`config.mk`:
```
export PLATFORM = sky130hd
export DESIGN_NAME = sampgen
export DESIGN_NICKNAME = d
export VERILOG_FILES = /design/src/rtl/sampgen.sv
export SDC_FILE = /design/constraint.sdc
export NUM_CORES = 1
export LEC_CHECK = 0
export ABC_AREA = 1
export BUFFER_PORTS_ARGS = -buffer_cell sky130_fd_sc_hd__buf_2
export CAP_MARGIN = 10
export CORE_MARGIN = 2
export CORE_UTILIZATION = 51
export DETAILED_ROUTE_END_ITERATION = 10
export GPL_TIMING_DRIVEN = 0
export MAX_ROUTING_LAYER = met4
export PLACE_DENSITY = 0.73
export SETUP_SLACK_MARGIN = 0.5
export SLEW_MARGIN = 20
export SYNTH_ARGS = -nofsm -noshare
export SYNTH_HDL_FRONTEND = slang
export SYNTH_SLANG_ARGS = --single-unit
```
`constraint.sdc`:
```
create_clock -name clk_in -period 2.4 [get_ports clk_in]
set_input_delay 0 -clock clk_in [delete_from_list [all_inputs] [get_ports clk_in]]
set_output_delay 0 -clock clk_in [all_outputs]
set_load 0.1 [all_outputs]
```
`src/rtl/sampgen.sv`:
```
// Sampling-clock / conversion-window frame generator: per frame, W cycles of
// clk_samp, a one-cycle guard, L cycles of conv_active, then a one-cycle conv_done.
module sampgen #(
    parameter int CNT_W  = 8,
    parameter int FCNT_W = 16
) (
`ifdef USE_POWER_PINS
    inout  wire               vdd_d,
    inout  wire               vss_d,
`endif
    input  logic              clk_in,
    input  logic              rst,
    input  logic              start,
    input  logic              cont,
    input  logic [CNT_W-1:0]  samp_width,
    input  logic [CNT_W-1:0]  conv_len,
    output logic              clk_samp,
    output logic              conv_active,
    output logic              conv_done,
    output logic              busy,
    output logic [FCNT_W-1:0] frame_cnt
);

    typedef enum logic [2:0] {
        IDLE,
        SAMPLE,
        HOLD,
        CONVERT,
        DONE
    } state_t;

    state_t             state;
    state_t             state_next;
    logic [CNT_W-1:0]   cnt;
    logic [CNT_W-1:0]   lat_w;
    logic [CNT_W-1:0]   lat_l;
    logic [CNT_W-1:0]   w_eff;
    logic [CNT_W-1:0]   l_eff;
    logic               entering_sample;

    // A programmed length of zero still gives each phase one cycle.
    assign w_eff = (lat_w == '0) ? CNT_W'(1) : lat_w;
    assign l_eff = (lat_l == '0) ? CNT_W'(1) : lat_l;

    assign entering_sample = (state_next == SAMPLE) && (state != SAMPLE);

    // NOTE: every variable gets a default before the case so no path leaves it
    // unassigned, which would otherwise infer a latch.
    always_comb begin
        state_next = state;
        case (state)
            IDLE:    if (start || cont) state_next = SAMPLE;
            SAMPLE:  if (cnt >= w_eff)  state_next = HOLD;
            HOLD:    state_next = CONVERT;
            CONVERT: if (cnt >= l_eff)  state_next = DONE;
            DONE:    state_next = cont ? SAMPLE : IDLE;
            default: state_next = IDLE;
        endcase
    end

    // Outputs are registered from the next-state decode so each one comes
    // straight off a flop and changes on the same edge as the state.
    // NOTE: state is updated with non-blocking assignments so every flop
    // samples the pre-edge values regardless of statement order.
    always_ff @(posedge clk_in) begin
        if (rst) begin
            state       <= IDLE;
            cnt         <= '0;
            lat_w       <= '0;
            lat_l       <= '0;
            clk_samp    <= 1'b0;
            conv_active <= 1'b0;
            conv_done   <= 1'b0;
            busy        <= 1'b0;
            frame_cnt   <= '0;
        end else begin
            state       <= state_next;
            clk_samp    <= (state_next == SAMPLE);
            conv_active <= (state_next == CONVERT);
            conv_done   <= (state_next == DONE);
            busy        <= (state_next != IDLE);

            if (entering_sample) begin
                lat_w <= samp_width;
                lat_l <= conv_len;
            end

            // Phase counter restarts at 1 on each state change and counts the
            // cycles already spent in SAMPLE or CONVERT.
            if (state_next != state) begin
                cnt <= CNT_W'(1);
            end else if (state == SAMPLE || state == CONVERT) begin
                cnt <= cnt + CNT_W'(1);
            end

            if (state_next == DONE && state != DONE) begin
                frame_cnt <= frame_cnt + FCNT_W'(1);
            end
        end
    end

endmodule

```
==> impl_results.md <==
* Outcome: complete, but fails checks
* Violated checks: setup timing
* Mapped Cells at ~330
* Final Max Slew Viols at 0
* Maximum vdd drop at slightly above 800 uV
* Yosys cell types at 43
* Antenna cell count at 0
* Most frequent cells in the layout: inv_1 (42), nand2_1 (41), buf_2 (39)
* Final Power at 4160 uW
* Final Hold Vio Count at 0
* Synth Warn # at 0
* Reg clk slew, reported paths at 90 ps
* Die X at 75.4 um
* Vias post-DR at 2,783
* Period Utilization, post-route at 1.02
* MaxCap Viol Count at 0
* NumNets Final at 455
* # port buffers at 39
* Cell Pwr Density at ~1100 nW/um^2
* CTS buffer count at 5
* Register area share after synthesis at 0.362
* GRT Residual Overflow at 0
* CTS Buffer Depth at 2
* Final WS setup at -57.2 ps
* Most used routing layer: met2
* Kind of end point of the critical path: flip-flop
* Post-synthesis compound-gate area fraction at 0.124
* Pleak at 0.00165 uW
* Post-DP HPWL at 4.28 mm
* DRC Markers at 0
* Crit path time final at 2460 ps
* Total negative slack at -210 ps
* Detail-routed via count per cell at 5.75
* Post-Synth Adder-Cell Area at 0.0867
* Area delta synth->final at 44.7%
* Largest net degree at the start of global routing at 15
* Syn nets at 371
* Core ar. at just under 5000 sq um
* Post-synthesis mux area share at 0.00385
* WP data arrival at 2690 ps
* Post-synthesis simple-gate area fraction at 0.295
* Die Span Y at 75.4 um
* Setup violators final at 8
* I/O Pins at 40
* GP Congestion at 0.890
* Final cell count without fillers at 484
* DR WL/cell at 17.5 um
* First-pass GRT wire length at ~12 mm
* Drt initial violations at 256
* WHS at 175 ps
* Achievable frequency at between 400 and 500 MHz
* GR Util met1 at 0.366
* Placed Instances at 439
* Initial Utilization at 0.539
* M3 GR Usage at 0.0661
* Commonest non-fill, non-tap cell in the layout: inv_1
* Vias in the first global route at 2,515
* Share of layout cells above drive strength 1 at 0.439
* RSZ-0062 raised after global routing: true
* Main combinational cell family by area after synthesis: simple AND/OR/NAND/NOR gates
* Router iterations before antenna repair at 6
* Synth Cell Area at between 2000 and 3000 sq um
* Critical Path Start Type: flip-flop
* Clk root buf: clkbuf_8
* Util after Layout at 0.781
* #FFs+latches synth at 47
* Antenna violations before repair at 0
* Gr usage total at 0.290
* Die ar. at 5680 sq um
* Num rows at 25
* Synth Area in XOR/XNOR at 0.0270
* Min-Delay Path Class: input port to flip-flop
* Clock tree from TritonCTS: done
* Clock skew at 11.9 ps
* Max_slew headroom at 0.527
* Slew @ Worst Pin at 710 ps
* H-tree levels at 2
* Data required time of the critical path at ~2600 ps
* Worst-Skew Late Latency at slightly above 300 ps
* Syn avg cell area at 7.80 sq um
* Critical path type: flip-flop to flip-flop
* Clock sink count at 47
* Max FO, Critical Path at 5
* WL final at ~8.5 mm
* Antenna-violating nets left at 0
* GR Util met2 at 0.441
[state kept, by name, summed over array words and instances (netlist names)]
signal	count
busy	1
state	3
frame_cnt	16
lat_l	8
cnt	8
lat_w	8
clk_samp	1
conv_active	1
conv_done	1
[metrics by stage]
step	setup WS, ps	area, sq um
after CTS	275	3540
after floorplan	487	2620
after global placement	208	2900
after global routing	-129	3760
after detailed placement	152	2900
final	-57.2	3760
[repair_timing]
item | 4_1_cts | 5_1_grt
endpoints found under the setup margin | 46 | 47
setup buffers | 12 | 5
gates resized for setup | 60 | 48
gates cloned | 4 | 0
hold endpoints to repair | 18 | 0
pin swaps | 21 | 18
hold buffers | 17 | 0
[layout make-up]
cell class	count	area [sq um]
multi-input cells	231	1730
fillers	322	1060
flip-flops and latches	47	965
repair buffers	77	606
inverters	47	198
plain buffers	8	103
well taps	67	83.8
clock buffers	6	72.6
clock inverters	1	7.51
[worst max-delay path, stage by stage, from the launching register on]
cell and delay [ps]:
dfxtp_2 350, nor4_2 360, a41o_1 320, ha_4 220, nand2_1 110, nor2_2 60
nand2_2 100, nand4_4 150, nand3_4 140, buf_6 140, clkbuf_16 160, nand3_4 70
a21oi_2 180
[kinds of logic after synthesis]
kind of cell / Yosys count
AO/OA/AOI/OAI: 48
buffers and inverters: 55
flip-flops: 47
adder cells (fa/ha/maj): 18
XOR/XNOR: 8
AND/OR/NAND/NOR: 156
multiplexers: 1
[synthesized netlist by cell type, drive strengths merged]
master        n  share of area
inv          46          0.066
dfxtp        47           0.36
nor3          8          0.021
o21bai        1         0.0029
ha           18          0.087
o211a         1         0.0039
nand2        66           0.11
buf           4          0.017
and3          2         0.0048
bufinv        1         0.0067
nand3b        1         0.0029
nor3b         1         0.0029
or2           2         0.0048
mux2i         1         0.0039
o21ai        10          0.021
a31oi         2          0.011
xor2          6          0.020
a21oi        30          0.072
nor4          2         0.0048
nor2         35          0.053
dlygate4sd1   1         0.0034
a21o          2         0.0058
nand4         5          0.020
clkbuf        3         0.0082
nand3        34          0.070
xnor2         2         0.0067
a41o          2         0.0077
[per-layer routing]
metal	share of wire	vias to the layer above	wire, um
met5	0	-	0
met4	0.044	0	377
met3	0.087	43	739
met2	0.48	188	4080
met1	0.39	1291	3280
li1	-	1261	-
[worst paths after layout]
| kind | startpoint | endpoint | slack [ps] | depth (start not counted) |
|---|---|---|---|---|
| worst max-delay path | lat_l[2] | lat_w[0] | -60 | 12 |
| worst min-delay path | cont | cnt[0] | 170 | 5 |
| worst max register to register | lat_l[2] | lat_w[0] | -60 | 12 |
| worst min register to register | lat_w[5] | lat_w[5] | 480 | 2 |
[where the power goes]
part | internal, uW | total (uW) | switching [uW]
Sequential | 932 | 1060 | 126
Clock | 201 | 486 | 285
Combinational | 1070 | 2620 | 1540
Note: power is estimated with default switching activity, not from simulation.
